[config.mk]
export PLATFORM = sky130hd
export DESIGN_NAME = tdm_mux_4x2_flat
export DESIGN_NICKNAME = d
export VERILOG_FILES = /design/src/rtl/tdm_mux_4x2_if.sv /design/src/rtl/tdm_mux_4x2.sv /design/src/flat_wrapper.sv
export SDC_FILE = /design/constraint.sdc
export NUM_CORES = 1
export LEC_CHECK = 0
export CAP_MARGIN = 25
export CORE_ASPECT_RATIO = 1.4
export CORE_MARGIN = 3
export CORE_UTILIZATION = 35
export DETAILED_ROUTE_END_ITERATION = 7
export GPL_TIMING_DRIVEN = 0
export HOLD_SLACK_MARGIN = 0.08
export PLACE_DENSITY = 0.59
export SYNTH_ARGS = -nofsm -noshare
export SYNTH_HDL_FRONTEND = slang
export SYNTH_SLANG_ARGS = --single-unit
[constraint.sdc]
create_clock -name clk -period 1.93 [get_ports clk]
set_input_delay 0.193 -clock clk [delete_from_list [all_inputs] [get_ports clk]]
set_output_delay 0.193 -clock clk [all_outputs]
set_load 0.02 [all_outputs]
[src/rtl/tdm_mux_4x2_if.sv]
// Bundles the per-channel load side and the demux-facing serial side of tdm_mux_4x2.
// master drives loads and enable; slave is the multiplexer itself.
interface tdm_mux_4x2_if;
    logic [3:0] a;
    logic [3:0] v;
    logic       en;
    logic       d;
    logic [1:0] x;
    logic       s;
    logic       busy;
    logic [3:0] ovf;

    modport master (
        output a, v, en,
        input  d, x, s, busy, ovf
    );

    modport slave (
        input  a, v, en,
        output d, x, s, busy, ovf
    );
endinterface

[src/rtl/tdm_mux_4x2.sv]
// Four 1-bit channels time-multiplexed onto one serial bit (d, x, s), round-robin served.
// One-cycle load-to-strobe latency; no backpressure, a strobe into a full buffer is dropped and flagged in ovf.
module tdm_mux_4x2 (
    input  logic          clk,
    input  logic          rst,
    tdm_mux_4x2_if.slave  bus
);

    logic [3:0] pend_q, pend_d;
    logic [3:0] dat_q,  dat_d;
    logic [3:0] ovf_q,  ovf_d;
    logic       s_q,    s_d;
    logic       d_q,    d_d;
    logic [1:0] x_q,    x_d;
    logic [1:0] last_q, last_d;

    logic [1:0] sel;
    logic [1:0] idx;
    logic       found;
    logic       serve;
    logic [3:0] served;

    // Search order starts just after the last served channel and ends on it.
    always_comb begin
        sel   = last_q;
        idx   = last_q;
        found = 1'b0;
        for (int k = 1; k <= 4; k++) begin
            idx = last_q + 2'(k);
            if (!found && pend_q[idx]) begin
                sel   = idx;
                found = 1'b1;
            end
        end
        serve  = bus.en & found;
        served = serve ? (4'b0001 << sel) : 4'b0000;
    end

    always_comb begin
        pend_d = pend_q;
        dat_d  = dat_q;
        ovf_d  = ovf_q;
        s_d    = serve;
        d_d    = d_q;
        x_d    = x_q;
        last_d = last_q;

        for (int i = 0; i < 4; i++) begin
            if (served[i]) begin
                // A strobe on the served channel refills the slot being emptied.
                pend_d[i] = bus.v[i];
                if (bus.v[i]) begin
                    dat_d[i] = bus.a[i];
                end
            end else if (bus.v[i]) begin
                if (pend_q[i]) begin
                    ovf_d[i] = 1'b1;
                end else begin
                    pend_d[i] = 1'b1;
                    dat_d[i]  = bus.a[i];
                end
            end
        end

        if (serve) begin
            d_d    = dat_q[sel];
            x_d    = sel;
            last_d = sel;
        end
    end

    always_ff @(posedge clk) begin
        if (rst) begin
            pend_q <= 4'b0000;
            dat_q  <= 4'b0000;
            ovf_q  <= 4'b0000;
            s_q    <= 1'b0;
            d_q    <= 1'b0;
            x_q    <= 2'b00;
            last_q <= 2'b11;
        end else begin
            pend_q <= pend_d;
            dat_q  <= dat_d;
            ovf_q  <= ovf_d;
            s_q    <= s_d;
            d_q    <= d_d;
            x_q    <= x_d;
            last_q <= last_d;
        end
    end

    assign bus.d    = d_q;
    assign bus.x    = x_q;
    assign bus.s    = s_q;
    assign bus.busy = |pend_q;
    assign bus.ovf  = ovf_q;

endmodule

[src/flat_wrapper.sv]
// flat-port wrapper written by rule: the top's interface ports become plain ports
module tdm_mux_4x2_flat 
  (clk, rst, bus_a, bus_v, bus_en, bus_d, bus_x, bus_s, bus_busy, bus_ovf);
  tdm_mux_4x2_if bus_i ();
  input  logic clk;
  input  logic rst;
  input wire logic [$bits(bus_i.a)-1:0] bus_a;
  input wire logic [$bits(bus_i.v)-1:0] bus_v;
  input wire logic [$bits(bus_i.en)-1:0] bus_en;
  output wire logic [$bits(bus_i.d)-1:0] bus_d;
  output wire logic [$bits(bus_i.x)-1:0] bus_x;
  output wire logic [$bits(bus_i.s)-1:0] bus_s;
  output wire logic [$bits(bus_i.busy)-1:0] bus_busy;
  output wire logic [$bits(bus_i.ovf)-1:0] bus_ovf;
  assign bus_i.a = bus_a;
  assign bus_i.v = bus_v;
  assign bus_i.en = bus_en;
  assign bus_d = bus_i.d;
  assign bus_x = bus_i.x;
  assign bus_s = bus_i.s;
  assign bus_busy = bus_i.busy;
  assign bus_ovf = bus_i.ovf;
  tdm_mux_4x2 u_core (.clk(clk), .rst(rst), .bus(bus_i));
endmodule
==> flow_metrics.tcl <==
set metrics [dict create \
    grt_pass1_wl_um 3330 \
    rows 21 \
    yosysTopAreaCellShare_pct 40.1 \
    cts_buffers 3 \
    cts_setup_buffers 0 \
    syn_to_final_growth_pct 28.7 \
    cts_max_level 1 \
    clock_path_buffers 2 \
    grt_max_degree 11 \
    rsz0062_at_grt "no" \
    leakage_uw 0.000450 \
    synth_common_cells "dfxtp_1 (18), a21oi_1 (11), nand2b_1 (8), nor2_1 (8)" \
    vias 779 \
    netlist_top_cells_area "dfxtp_1 (40%), a21oi_1 (6.1%), mux2i_1 (5.6%), nand2b_1 (5.6%), buf_6 (3.8%)" \
    finalCriticalPeriod_ns 1.85 \
    yosysUniqueCellTypes 29 \
    instances_no_fill 156 \
    syn_inst 100 \
    place_inst 152 \
    setup_viol 0 \
    first_iter_violations 4 \
    post-route-period-util_pct 95.7 \
    synth_largest_area_cell "dfxtp_1" \
    io_pins 20 \
    synth_warnings 0 \
    synthMostInstantiatedCell "dfxtp_1" \
    final_nets 134 \
    timing.final.max_slew_violations 0 \
    hold_violations 0 \
    syn_area_um2 898 \
    drt-wirelength-per-cell_um 12.3 \
    drv_cap 0 \
    seqCellArea_um2 360 \
    maxSlewHeadroom_pct 68.2 \
    ant_nets 0 \
    dp_hpwl_um 1500 \
    fin_util_pct 47.8 \
    buffer_ports.inserted 18 \
    dr.pass1.iters 4 \
    synth_nets 111 \
    critPathCaptureType "output port" \
    die_w_um 48.8 \
    ys_ff_latch 18 \
    drive_above_1_share_pct 13.9 \
    path_max_fanout 8 \
    cts_tree "done" \
    ir_worst_vdd_uv 459 \
    power.density_nw_per_um2 779 \
    diodes 0 \
    multiInputGateArea_um2 464 \
    finalSetupTns_ns 0 \
    holdWs_ns 0.220 \
    grt_pass1_vias 783 \
    crit_type "register to output port" \
    via_per_inst 4.99 \
    die_area_um2 3220 \
    finalClockSkew_ns 0.00835 \
    drc 0 \
    cts_resized 1 \
    worst_slew_pin_slew_ns 0.477 \
    ys_async_sr_fraction_pct 0 \
    synthFlopType "dfxtp_1" \
    ys_seq_area_share_pct 40.1 \
    core-area_um2 2420 \
    totalPowerFinal_uw 900 \
    start_util_pct 37.2 \
    antenna_found_initial 0 \
    cts.clk_slew.worst_paths_ns 0.11 \
    status "finished, final reports clean" \
    start_kind "register" \
    avgSynthCellArea_um2 8.98 \
    routabilityCongestion 0.787 \
    grt_overflow 0 \
    totalWireLength_um 1920 \
    fillCellCount 250 \
    insertion_delay_ns 0.30 \
    max_freq_mhz 542 \
    synth-edff-count 0 \
    grt.total_usage_pct 13.2 \
    cts_hold_buf 0 \
    ff2ff_setup_slack_ns 0.16 \
    cp.required_ns 1.74 \
    die_height_um 65.9 \
    hold_class "input pin to register" \
    cts-root-buf "clkbuf_4" \
    cts_num_sinks 18 \
    arrival_ns 1.65 \
]
## critical path, stage by stage, from the launching register on
cell and delay, ns:
dfxtp_1 0.40, or4_1 0.60, dlygate4sd2_1 0.36
## routing by layer
metal  global-route usage [%]  share of wire, %
met4                     8.54               2.8
met2                     23.6                48
met3                     1.81               3.3
met1                     14.4                45
met5                        0                 0
## path summary, 6_finish.rpt
| check | end | cells past startpoint | start |
|---|---|---|---|
| worst min register to register | u_core.bus.ovf[2]$_SDFFE_PP0P_ | 2 | u_core.bus.ovf[2]$_SDFFE_PP0P_ |
| worst min-delay path | u_core.last_q[0]$_SDFFE_PP1P_ | 3 | bus_en |
| worst max register to register | u_core.dat_q[2]$_SDFFE_PP0P_ | 7 | u_core.last_q[1]$_SDFFE_PP1P_ |
| worst max-delay path | bus_busy | 2 | u_core.pend_q[3]$_SDFFE_PP0P_ |
## state kept, by name, indices dropped and copies added (netlist names)
signal          count
u_core.bus.ovf      4
u_core.dat_q        4
u_core.pend_q       4
u_core.bus.x        2
u_core.last_q       2
u_core.bus.d        1
u_core.bus.s        1
## report_power, final
group	switching [uW]	internal, uW	total [uW]
combinational	120	118	238
sequential	24.1	402	426
clock	121	115	236
total	265	635	900
## cells in the final DEF, fill, tap and decap left out, types with 4 or more instances in the layout
cell type,Yosys,final
a21oi_1,11,11
clkdlybuf4s50_1,0,17
dfxtp_1,18,18
inv_1,6,6
mux2i_1,5,5
nand2_1,6,6
nand2b_1,8,8
nand3_1,4,4
nor2_1,8,8
## cell families (layout without fill, tap and decap cells)
group / count (synthesis) / after routing / share of synthesized area, %
AO/OA/AOI/OAI: 28 / 28 / 22.1
flip-flops: 18 / 18 / 40.1
multiplexers: 7 / 7 / 8.08
buffers and inverters: 11 / 33 / 8.22
AND/OR/NAND/NOR: 36 / 36 / 21.4
## cell type report
| class | count | share of cell area [%] |
|---|---|---|
| Timing Repair Buffer | 18 | 15.5 |
| Sequential cell | 18 | 31.2 |
| Buffer | 5 | 4.44 |
| Multi-Input combinational cell | 71 | 40.2 |
| Inverter | 6 | 1.95 |
| Tap cell | 34 | 3.68 |
| Clock buffer | 4 | 3.14 |
## stage by stage
step,cell area (um^2),worst slack (ns)
global placement,1120,0.176
detailed placement,1120,0.138
finish,1160,0.0839
floorplan,898,0.237
CTS,1160,0.0791
global route,1160,0.0324
No activity file was read; power rests on OpenSTA's default activity.
